<file path="src/rtl/mc_ctrl.sv">
// Multicycle control FSM for the MIPS-lite datapath: FETCH/DECODE/EXE/MEM/WB sequencing.
// Optional macro ILLEGAL_TRAP_EN: unrecognised instructions halt instead of executing as NOP.
module mc_ctrl #(
  parameter int unsigned WAIT_MAX = 0
) (
  input  logic       clk,
  input  logic       rst,
  input  logic [5:0] opcode,
  input  logic [5:0] funct,
  input  logic       imem_ready,
  input  logic       dmem_ready,
  output logic       imem_req,
  output logic       dmem_req,
  output logic       ir_wr,
  output logic       pc_wr,
  output logic [2:0] npc_sel,
  output logic       reg_wr,
  output logic [1:0] reg_dst,
  output logic [1:0] wd_sel,
  output logic       alu_src,
  output logic [1:0] alu_op,
  output logic       ext_op,
  output logic       mem_wr,
  output logic [2:0] state,
  output logic       halted,
  output logic       bus_err
);

  typedef enum logic [2:0] {
    S_FETCH  = 3'd0,
    S_DECODE = 3'd1,
    S_EXE    = 3'd2,
    S_MEM    = 3'd3,
    S_WB     = 3'd4,
    S_HALT   = 3'd7
  } state_e;

  localparam logic [5:0] OP_R   = 6'b000000;
  localparam logic [5:0] OP_ORI = 6'b001101;
  localparam logic [5:0] OP_LUI = 6'b001111;
  localparam logic [5:0] OP_LW  = 6'b100011;
  localparam logic [5:0] OP_SW  = 6'b101011;
  localparam logic [5:0] OP_BEQ = 6'b000100;
  localparam logic [5:0] OP_J   = 6'b000010;
  localparam logic [5:0] OP_JAL = 6'b000011;
  localparam logic [5:0] FN_ADDU = 6'b100001;
  localparam logic [5:0] FN_SUBU = 6'b100011;
  localparam logic [5:0] FN_JR   = 6'b001000;

  state_e state_q, state_d;
  logic   wait_hit;
  logic   bus_err_q;

  logic is_addu, is_subu, is_jr, is_ori, is_lui, is_lw, is_sw, is_beq, is_j, is_jal;

  always_comb begin
    is_addu = (opcode == OP_R) && (funct == FN_ADDU);
    is_subu = (opcode == OP_R) && (funct == FN_SUBU);
    is_jr   = (opcode == OP_R) && (funct == FN_JR);
    is_ori  = (opcode == OP_ORI);
    is_lui  = (opcode == OP_LUI);
    is_lw   = (opcode == OP_LW);
    is_sw   = (opcode == OP_SW);
    is_beq  = (opcode == OP_BEQ);
    is_j    = (opcode == OP_J);
    is_jal  = (opcode == OP_JAL);
  end

  always_ff @(posedge clk) begin
    if (rst) state_q <= S_FETCH;
    else     state_q <= state_d;
  end

  // Next state and control fields; a reset cycle forces every output low.
  always_comb begin
    state_d  = state_q;
    imem_req = 1'b0;
    dmem_req = 1'b0;
    ir_wr    = 1'b0;
    pc_wr    = 1'b0;
    npc_sel  = 3'b000;
    reg_wr   = 1'b0;
    reg_dst  = 2'b00;
    wd_sel   = 2'b00;
    alu_src  = 1'b0;
    alu_op   = 2'b00;
    ext_op   = 1'b0;
    mem_wr   = 1'b0;
    if (!rst) begin
      case (state_q)
        S_FETCH: begin
          imem_req = 1'b1;
          if (imem_ready) begin
            ir_wr   = 1'b1;
            state_d = S_DECODE;
          end else if (wait_hit) begin
            state_d = S_HALT;
          end
        end
        S_DECODE: begin
          if (is_j) begin
            pc_wr   = 1'b1;
            npc_sel = 3'b011;
            state_d = S_FETCH;
          end else if (is_jr) begin
            pc_wr   = 1'b1;
            npc_sel = 3'b100;
            state_d = S_FETCH;
          end else if (is_jal) begin
            reg_wr  = 1'b1;
            reg_dst = 2'b10;
            wd_sel  = 2'b10;
            pc_wr   = 1'b1;
            npc_sel = 3'b010;
            state_d = S_FETCH;
          end else if (is_addu || is_subu || is_ori || is_lui || is_lw || is_sw || is_beq) begin
            state_d = S_EXE;
          end else begin
`ifdef ILLEGAL_TRAP_EN
            state_d = S_HALT;
`else
            pc_wr   = 1'b1;
            npc_sel = 3'b000;
            state_d = S_FETCH;
`endif
          end
        end
        S_EXE: begin
          if (is_addu || is_subu) begin
            alu_op  = is_subu ? 2'b01 : 2'b00;
            state_d = S_WB;
          end else if (is_ori) begin
            alu_src = 1'b1;
            alu_op  = 2'b10;
            state_d = S_WB;
          end else if (is_lui) begin
            alu_src = 1'b1;
            alu_op  = 2'b11;
            state_d = S_WB;
          end else if (is_lw || is_sw) begin
            alu_src = 1'b1;
            ext_op  = 1'b1;
            state_d = S_MEM;
          end else if (is_beq) begin
            alu_op  = 2'b01;
            pc_wr   = 1'b1;
            npc_sel = 3'b001;
            state_d = S_FETCH;
          end else begin
            state_d = S_FETCH;
          end
        end
        S_MEM: begin
          dmem_req = 1'b1;
          mem_wr   = is_sw;
          if (dmem_ready) begin
            if (is_sw) begin
              pc_wr   = 1'b1;
              state_d = S_FETCH;
            end else begin
              state_d = S_WB;
            end
          end else if (wait_hit) begin
            state_d = S_HALT;
          end
        end
        S_WB: begin
          reg_wr  = 1'b1;
          pc_wr   = 1'b1;
          reg_dst = (opcode == OP_R) ? 2'b01 : 2'b00;
          wd_sel  = is_lw ? 2'b01 : 2'b00;
          state_d = S_FETCH;
        end
        S_HALT:  state_d = S_HALT;
        default: state_d = S_FETCH;
      endcase
    end
  end

  always_comb begin
    state   = rst ? 3'd0 : 3'(state_q);
    halted  = !rst && (state_q == S_HALT);
    bus_err = !rst && bus_err_q;
  end

  // Wait counter restarts whenever a FETCH/MEM wait run begins.
  if (WAIT_MAX > 0) begin : g_timeout
    localparam int unsigned CNT_W = (WAIT_MAX > 1) ? $clog2(WAIT_MAX) : 1;
    logic [CNT_W-1:0] wait_cnt_q, wait_cnt_d;
    logic             waiting;
    logic             bus_err_d;

    always_comb begin
      waiting    = ((state_q == S_FETCH) && !imem_ready) || ((state_q == S_MEM) && !dmem_ready);
      wait_hit   = waiting && (wait_cnt_q == CNT_W'(WAIT_MAX - 1));
      wait_cnt_d = waiting ? wait_cnt_q + CNT_W'(1) : '0;
      bus_err_d  = bus_err_q || wait_hit;
    end

    always_ff @(posedge clk) begin
      if (rst) begin
        wait_cnt_q <= '0;
        bus_err_q  <= 1'b0;
      end else begin
        wait_cnt_q <= wait_cnt_d;
        bus_err_q  <= bus_err_d;
      end
    end
  end else begin : g_no_timeout
    assign wait_hit  = 1'b0;
    assign bus_err_q = 1'b0;
  end

endmodule

</file>
<file path="config.mk">
export PLATFORM = sky130hd
export DESIGN_NAME = mc_ctrl
export DESIGN_NICKNAME = d
export VERILOG_FILES = /design/src/rtl/mc_ctrl.sv
export SDC_FILE = /design/constraint.sdc
export NUM_CORES = 1
export LEC_CHECK = 0
export CORE_MARGIN = 4
export CORE_UTILIZATION = 35
export CTS_CLUSTER_SIZE = 10
export DETAILED_ROUTE_END_ITERATION = 7
export PLACE_DENSITY = 0.87
export SYNTH_ARGS = -nofsm -noshare
export SYNTH_HDL_FRONTEND = slang
export SYNTH_SLANG_ARGS = --single-unit
</file>
<file path="constraint.sdc">
create_clock -name clk -period 3.5 [get_ports clk]
set_input_delay 1.05 -clock clk [delete_from_list [all_inputs] [get_ports clk]]
set_output_delay 1.05 -clock clk [all_outputs]
set_load 0.02 [all_outputs]
</file>
==> metrics.md, run 1 <==
| Metric | Value |
|---|---|
| Layout Skew | 0.000276 ns |
| Buf/Inv on CP | 5 |
| Final hold vios | 0 |
| Synth unique cells | 41 |
| Die Span Y | 49.1 um |
| Wire per inst | 15.9 um |
| Post-Synthesis Cells | 84 |
| Reg clk slew, reported paths | 0.04 ns |
| Critical Path Sink | npc_sel[0] |
| Final setup fails | 6 |
| HPWL Detailed | 1880 um |
| FF-to-FF Start | state_q[1]$_SDFFE_PP0P_ |
| Violations in the final reports | setup timing |
| Worst-Skew Late Latency | 0.23 ns |
| CTS root buffer | clkbuf_4 |
| Finished Core Util | 0.794 |
| Max_cap viols | 0 |
| Antenna diodes | 0 |
| Most flops, register | state_q |
| # clock sinks | 3 |
| Routed length on met2 | 1340 um |
| VDD IR max | 0.000100 V |
| Worst Path Class, Setup | in2out |
| Worst path most repeated cell | buf_6 |
| Starting DRT DRC Count | 26 |
| Adder-Cell Fraction of Synth Area | 0 |
| Pwr/cell area | 142 nW/um^2 |
| Max stage delay on crit path | 0.40 ns |
| CP max stage cell | or3_4 |
| Crit. End Element | output pin |
| TritonRoute pass-1 iters | 5 |
| Final wirelength | 2660 um |
| Remaining DRCs | 0 |
| Top sig layer | met4 |
| Ys Warns | 0 |
| Fmax | 0.276 GHz |
| Leakage | 0.566 nW |
| Post-synthesis async set-or-reset flop share | 0 |
| Final setup TNS | -0.361 ns |
| Syn_nets | 100 |
| Post-Synth XOR/XNOR Area | 0 |
| Req. time, crit path | 2.45 ns |
| Final Instance Count excl. Fillers | 167 |
| Post-synthesis mux area share | 0 |
| Die width | 49.1 um |
| Final hold slack | 0.685 ns |
| Final period utilization | 1.03 |
| Status | complete, but fails checks |
| DRT antenna net count | 0 |
| Critical path origin | opcode[4] |
| Fin. max-slew vios | 0 |
| Final Critical Period | 3.62 ns |
| Critical path's top delay family | simple AND/OR/NAND/NOR gates |
| Share of cells above drive strength 1 | 0.483 |
| Number of global-route vias before repair | 926 |
| Post-synthesis simple-gate area fraction | 0.559 |
| GP Congestion | 0.910 |
| Via count | 939 |
| # IOs | 38 |
| Die area | 2410 um^2 |
| Yosys top cell area share | 0.102 |
| Crit path max fanout | 3 |
| DR vias/cell | 5.62 |
| Synth top area cells | dfxtp_1, nor2_1, nand2_1 |
| #FFs+latches synth | 3 |
| RR Endpoint | state_q[1]$_SDFFE_PP0P_ |
| Mean Syn Cell Area | 7.03 um^2 |
| Setup crit start kind | input port |
| Input/output buffers | 36 |
| Nets | 168 |
| Max H-tree Level | 1 |
| CTS tree | built |
| Critical path arrival | 2.57 ns |
| Layout filler cell count | 115 |
| Initial antenna violation count | 0 |
| Initial Utilization | 0.383 |
| Hold_buf cts | 0 |
| Cells along the critical path | buf_6, or3_4, nor4_4, buf_4, nand3b_1, buf_6, buf_6, o22ai_4, buf_6 |
| R2r worst-path depth | 3 |
| Top FF cell, synth | dfxtp_1 |
| CTS buffer count | 3 |
| Dpl cells | 151 |
| Synth Area in Compound Gates | 0.206 |
| Max reg flops | 3 |
| Number of synthesized flops with an enable pin | 0 |
| Largest family of logic cells by synthesized area | simple AND/OR/NAND/NOR gates |
| Total track usage | 0.222 |
| First-pass GRT wire length | 4420 um |
| Core area | 1540 um^2 |
| Area leader, netlist | dfxtp_1 |
| Worst Hold Class | reg2reg |
| Clk buf depth | 2 |
| RSZ-0062 raised after global routing | true |
| Crit. path cell count | 9 |
| Top flop regs | state_q x3 |
| Reg-to-reg slack, setup | 2.12 ns |
| Dpl ws | -0.868 ns |
| WL met1 | 1040 um |
| Met3 routed WL | 228 um |
| Synth Cell Area | 591 um^2 |
| Largest net degree at the start of global routing | 11 |
| Sequential area share after synthesis | 0.102 |
| Total gr overflow | 0 |
| Final worst setup slack | -0.119 ns |
| # rows | 14 |
| Area grow syn2layout | 107% |
[synthesized netlist by cell type (2+ instances only)]
master	number
nor2_1	9
nand2_1	7
inv_1	5
nor3_1	5
o21ai_0	5
a21oi_1	4
buf_4	3
dfxtp_1	3
nand3_1	3
and2_1	2
and3_1	2
buf_6	2
clkbuf_1	2
nand2b_1	2
nand3b_1	2
nand4b_1	2
nor4_1	2
[kinds of logic after synthesis]
| kind of cell | count (synthesis) |
|---|---|
| other cells | 1 |
| buf+inv | 13 |
| compound gates | 18 |
| flops | 3 |
| simple gates | 49 |
[layout by cell type (no fill, tap or decap), drive strengths merged, types with 3 or more instances in the layout]
cell	instances
a21oi	4
buf	52
clkbuf	5
clkdlybuf4s15	4
clkdlybuf4s50	7
dfxtp	3
dlygate4sd2	5
inv	6
nand2	7
nand3	3
nor2	9
nor3	5
nor4	4
o21ai	5
[routing by layer]
layer,global-route usage,vias to the layer above
met5,0,-
met4,0.0807,0
met3,0.0398,6
met2,0.363,63
met1,0.285,422
li1,-,448
[worst reg2reg max path, stage by stage, from the launching register on]
cell and delay (ns):
dfxtp_1 0.39, or4b_4 0.59, buf_4 0.17, o22ai_1 0.15
[where the power goes]
part / internal [W] / switching (W) / total [W]
registers: 0.0000352 / 0.000000590 / 0.0000357
logic: 0.0000399 / 0.0000359 / 0.0000758
clock network: 0.0000428 / 0.0000190 / 0.0000618
[worst min path at each step]
| stage | from | to | depth (start not counted) |
|---|---|---|---|
| 5_1_grt | state_q[0]$_SDFFE_PP0P_ | state_q[2]$_SDFFE_PP0P_ | 3 |
| 4_1_cts | state_q[0]$_SDFFE_PP0P_ | state_q[2]$_SDFFE_PP0P_ | 3 |
| 3_3_place_gp | state_q[0]$_SDFFE_PP0P_ | state_q[2]$_SDFFE_PP0P_ | 3 |
| 2_1_floorplan | state_q[2]$_SDFFE_PP0P_ | state_q[2]$_SDFFE_PP0P_ | 4 |
| 3_5_place_dp | state_q[0]$_SDFFE_PP0P_ | state_q[2]$_SDFFE_PP0P_ | 3 |
| 6_report | state_q[0]$_SDFFE_PP0P_ | state_q[2]$_SDFFE_PP0P_ | 3 |
[timing repair]
action,in CTS,in global routing
setup buffers,11,1
pin swaps,15,9
resized for setup,103,22
endpoints found under the hold margin,0,0
endpoints found under the setup margin,20,12
[stage by stage]
stage	total power [W]	cell area, um^2
detailed placement	0.000108	1090
floorplan	0.0000668	597
global route	0.000182	1220
global placement	0.000106	1090
finish	0.000173	1220
CTS	0.000169	1160
[final cells by class]
cell class                      instances  area (um^2)  area share
Multi-Input combinational cell         68          498       0.407
Inverter                                6         22.5      0.0184
Clock buffer                            4         26.3      0.0215
Tap cell                               16         20.0      0.0164
Sequential cell                         3         60.1      0.0491
Timing Repair Buffer                   70          597       0.488
(Power assumes the default switching activity.)
==> run 2, diff against run 1 <==
CAP_MARGIN = 25   (was unset)
MAX_ROUTING_LAYER = met4   (was unset)
SETUP_SLACK_MARGIN = 0.2   (was unset)
==> run 2 against run 1 <==
Effect of this change:
- utilization grew 5.1 points
- die area unchanged
- sequential share of layout area is 0.30 points lower
- clock power is 5.0% higher
- non-clock buffer count up 4
- the flow still finishes with violations (setup timing)
- hold slack lost 0.035 ns
- first-iteration DRC count is 7.7% higher
- register-to-register slack improved by 0.13 ns
- setup slack gained 0.040 ns
- count of clock-buffer cells in the layout unchanged
==> metrics.md, run 2 (synthesized netlist as in run 1, its figures left out) <==
| Metric | Value |
|---|---|
| Starting DRT DRC Count | 28 |
| Violations in the final reports | setup timing |
| Total gr overflow | 0 |
| Post-route cell area | 1300 um^2 |
| VDD IR max | 0.000167 V |
| Remaining DRCs | 0 |
| Wire per inst | 17.1 um |
| Layout filler cell count | 92 |
| # rows | 14 |
| WHS Path Cells | 2 |
| Commonest non-fill, non-tap cell in the layout | buf_4 |
| Initial antenna violation count | 0 |
| Final period utilization | 1.02 |
| Pwr/cell area | 141 nW/um^2 |
| Worst hold path startpoint | state_q[2]$_SDFFE_PP0P_ |
| CTS root buffer | clkbuf_4 |
| Final setup fails | 6 |
| Dpl ws | -0.887 ns |
| RR Endpoint | state_q[1]$_SDFFE_PP0P_ |
| Final wirelength | 2930 um |
| Fmax | 0.279 GHz |
| Placed Area | 1120 um^2 |
| RSZ-0062 raised after global routing | true |
| Dpl cells | 151 |
| Share of cells above drive strength 1 | 0.548 |
| Max_cap viols | 0 |
| DRT antenna net count | 0 |
| DR vias/cell | 5.61 |
| Die area | 2410 um^2 |
| Status | complete, but fails checks |
| Req. time, crit path | 2.45 ns |
| # clock sinks | 3 |
| Total track usage | 0.223 |
| Number of global-route vias before repair | 920 |
| Top flop regs | state_q x3 |
| FF-to-FF Start | state_q[1]$_SDFFE_PP0P_ |
| Largest net degree at the start of global routing | 11 |
| Register area | 60.1 um^2 |
| Layout Skew | 0.000855 ns |
| Via count | 959 |
| Worst Hold Class | reg2reg |
| Crit path max fanout | 4 |
| Die Span Y | 49.1 um |
| Initial Utilization | 0.383 |
| Most flops, register | state_q |
| Max H-tree Level | 1 |
| Max reg flops | 3 |
| Final Critical Period | 3.58 ns |
| Final hold vios | 0 |
| Setup crit start kind | input port |
| Final hold slack | 0.650 ns |
| GP Congestion | 0.871 |
| Final setup TNS | -0.351 ns |
| Worst-Skew Late Latency | 0.24 ns |
| Critical path arrival | 2.53 ns |
| Multi-input logic area | 541 um^2 |
| TritonRoute pass-1 iters | 4 |
| Area grow syn2layout | 121% |
| Reg-to-reg slack, setup | 2.25 ns |
| First-pass GRT wire length | 4340 um |
| Die width | 49.1 um |
| Core area | 1540 um^2 |
| Leakage | 0.625 nW |
| Hold Crit Endpoint | state_q[1]$_SDFFE_PP0P_ |
| Input/output buffers | 36 |
| R2r worst-path depth | 2 |
| Final Instance Count excl. Fillers | 171 |
| # IOs | 38 |
| Clk buf depth | 2 |
| Crit. End Element | output pin |
| Worst Path Class, Setup | in2out |
| Critical path origin | opcode[3] |
| Nets | 172 |
| Commonest cells after routing, fill and taps aside | buf_4, buf_6, nor2_1, nand2_1 |
| Reg clk slew, reported paths | 0.04 ns |
| Fin. max-slew vios | 0 |
| CTS tree | built |
| Antenna diodes | 0 |
| HPWL Detailed | 1900 um |
| CTS buffer count | 3 |
| Final worst setup slack | -0.0789 ns |
run 2: layout make-up:
type	instances	share of cell area
repair buffers	74	0.486
well taps	16	0.0154
clock buffers	4	0.0202
inverters	6	0.0173
multi-input cells	68	0.415
flip-flops and latches	3	0.0461
run 2: stage by stage:
stage          power [W]   util
3_5_place_dp    0.000109  0.725
5_1_grt         0.000197  0.845
2_1_floorplan  0.0000683      -
3_3_place_gp    0.000107  0.725
6_report        0.000184  0.845
4_1_cts         0.000174  0.810
run 2: worst max-delay path, stage by stage:
cell      delay (ns)
buf_2           0.12
or3_4           0.42
nor4_4          0.24
buf_4           0.15
nand3b_1        0.21
buf_4           0.15
nor2_1          0.03
buf_4           0.15
run 2: worst max path at each step:
| stage | endpoint | cells after the start |
|---|---|---|
| after floorplan | wd_sel[1] | 5 |
| after global placement | npc_sel[0] | 7 |
| after detailed placement | alu_op[0] | 6 |
| after CTS | alu_op[0] | 8 |
| after global routing | ext_op | 8 |
| final | ext_op | 8 |
run 2: layer usage:
layer / up-vias / global-route usage / wire [um] / part of all wire
met5: - / - / 0 / 0
met4: 0 / 0.0583 / 87 / 0.030
met2: 55 / 0.382 / 1500 / 0.51
met3: 12 / 0.0459 / 236 / 0.081
met1: 445 / 0.262 / 1100 / 0.38
li1: 447 / - / - / -
run 2: repair_timing:
action                     in CTS  in global routing
gates cloned                    0                  0
buffers inserted               11                  5
hold endpoints to repair        0                  0
gates resized for setup       133                 16
hold buffers                    0                  0
pin swaps                      16                 16
setup endpoints to repair      21                 15
run 2: power by group:
part	switching (W)	leakage, nW	internal, W
registers	0.000000581	0.0244	0.0000352
logic	0.0000395	0.586	0.0000438
clock network	0.0000219	0.0150	0.0000430
==> run 3, diff against run 2 <==
CORE_UTILIZATION = 38   (was 35)
PLACE_DENSITY = 0.93   (was 0.87)
clock period = 4.6 ns   (was 3.5 ns; I/O delays follow)
==> run 3 against run 2 <==
Effect of this change:
- the run now ends clean
- critical path depth decreased by 1
- first-iteration DRC count increased by 18%
- clock power decreased by 19%
- via count decreased by 8.7%
- hold slack got worse by 0.0077 ns
- non-clock buffer count decreased by 14
- total power decreased by 28%
- setup slack improved by 0.25 ns
==> metrics.md, run 3 (synthesized netlist as in run 1, its figures left out) <==
| Metric | Value |
|---|---|
| Largest net degree at the start of global routing | 12 |
| Worst Hold Class | reg2reg |
| Critical path arrival | 3.05 ns |
| Antenna diodes | 0 |
| Clk buf depth | 2 |
| # rows | 13 |
| First-pass GRT wire length | 3570 um |
| Remaining DRCs | 0 |
| Setup crit start kind | input port |
| Pwr Total | 0.000132 W |
| Worst hold path startpoint | state_q[0]$_SDFFE_PP0P_ |
| Max stage delay on crit path | 0.47 ns |
| # IOs | 38 |
| Die area | 2250 um^2 |
| Wire per inst | 15.1 um |
| Nets | 158 |
| Via count | 876 |
| Final setup fails | 0 |
| Max_cap viols | 0 |
| CP max stage cell | clkdlybuf4s50_1 |
| Buf/Inv on CP | 3 |
| Layout Skew | 0.0150 ns |
| Input/output buffers | 36 |
| Share of cells above drive strength 1 | 0.369 |
| Max H-tree Level | 1 |
| Leakage | 0.501 nW |
| R2r worst-path depth | 3 |
| Initial Utilization | 0.427 |
| DR vias/cell | 5.62 |
| Req. time, crit path | 3.22 ns |
| Area grow syn2layout | 84.3% |
| Core area | 1380 um^2 |
| Top flop regs | state_q x3 |
| Die Span Y | 47.4 um |
| DRT antenna net count | 0 |
| Total gr overflow | 0 |
| Fin. max-slew vios | 0 |
| Commonest cells after routing, fill and taps aside | buf_4, clkdlybuf4s50_1, nor2_1, clkbuf_2, nand2_1 |
| CTS tree | built |
| FF-to-FF Start | state_q[0]$_SDFFE_PP0P_ |
| Worst-Skew Late Latency | 0.25 ns |
| VDD IR max | 0.000159 V |
| Cells along the critical path | clkdlybuf4s50_1, nand3b_1, nor4_4, buf_4, a2111o_1, a311oi_2, buf_2 |
| CTS buffer count | 3 |
| Reg-to-reg slack, setup | 3.16 ns |
| RSZ-0062 raised after global routing | true |
| Starting DRT DRC Count | 33 |
| Die width | 47.4 um |
| Reg clk slew, reported paths | 0.04 ns |
| Final hold vios | 0 |
| Critical path's top delay family | buffers and inverters |
| Finished Core Util | 0.787 |
| Commonest non-fill, non-tap cell in the layout | buf_4 |
| Final hold slack | 0.642 ns |
| Pwr/cell area | 121 nW/um^2 |
| Final Critical Period | 4.43 ns |
| WHS Path Cells | 2 |
| CTS root buffer | clkbuf_4 |
| TritonRoute pass-1 iters | 4 |
| Most flops, register | state_q |
| Worst Path Class, Setup | in2out |
| # clock sinks | 3 |
| Total track usage | 0.224 |
| Hold Crit Endpoint | state_q[2]$_SDFFE_PP0P_ |
| GP Congestion | 0.830 |
| RR Endpoint | state_q[1]$_SDFFE_PP0P_ |
| Number of global-route vias before repair | 829 |
| Max reg flops | 3 |
| Fmax | 0.226 GHz |
| Initial antenna violation count | 0 |
| Crit path max fanout | 3 |
| Final wirelength | 2360 um |
| HPWL Detailed | 1670 um |
| Final period utilization | 0.962 |
| Crit. End Element | output pin |
| Status | finished clean |
[run 3: worst max path at each step]
stage,start,end,slack [ns],cells past startpoint
after floorplan,opcode[2],wd_sel[1],0.41,5
after global placement,opcode[2],pc_wr,-0.34,7
after detailed placement,opcode[2],pc_wr,-0.39,7
after CTS,funct[3],pc_wr,0.02,7
after global routing,funct[3],pc_wr,0.14,7
final,funct[3],pc_wr,0.17,7
[run 3: final cells by class]
class	count	area, um^2
inverters	6	22.5
flip-flops and latches	3	60.1
repair buffers	60	487
clock buffers	4	26.3
fillers	99	294
multi-input cells	68	474
well taps	15	18.8
[run 3: tightest hold or removal path, stage by stage (launching register included)]
cell	delay, ns
dfxtp_1	0.40
o21ai_0	0.12
a21oi_1	0.07
[run 3: metal layers]
metal  routed length (um)  share of wire  vias to the layer above  GRT usage
li1                     -              -                      424          -
met1                  942           0.40                      408      0.289
met2                 1210           0.51                       42      0.366
met3                  190          0.080                        2     0.0451
met4                   21         0.0089                        0     0.0331
met5                    0              0                        -          -
[run 3: power breakdown]
group          switching (W)  internal (W)  leakage [nW]
registers         0.00000165     0.0000267        0.0244
clock network      0.0000197     0.0000329        0.0150
logic              0.0000235     0.0000272         0.462
total              0.0000448     0.0000868         0.501
[run 3: timing repair]
| action | CTS | global route |
|---|---|---|
| resized for setup | 44 | 20 |
| hold buffers | 0 | 0 |
| pin swaps | 6 | 7 |
| setup buffers | 8 | 1 |
| setup endpoints to repair | 15 | 9 |
[run 3: through the flow]
step                area (um^2)  std cells  TNS [ns]  worst slack, ns
CTS                        1100        155         0           0.0240
detailed placement         1030        143     -3.33           -0.394
global placement           1030        143     -2.83           -0.336
finish                     1090        156         0            0.174
floorplan                   591         84         0            0.415
global route               1090        156         0            0.140
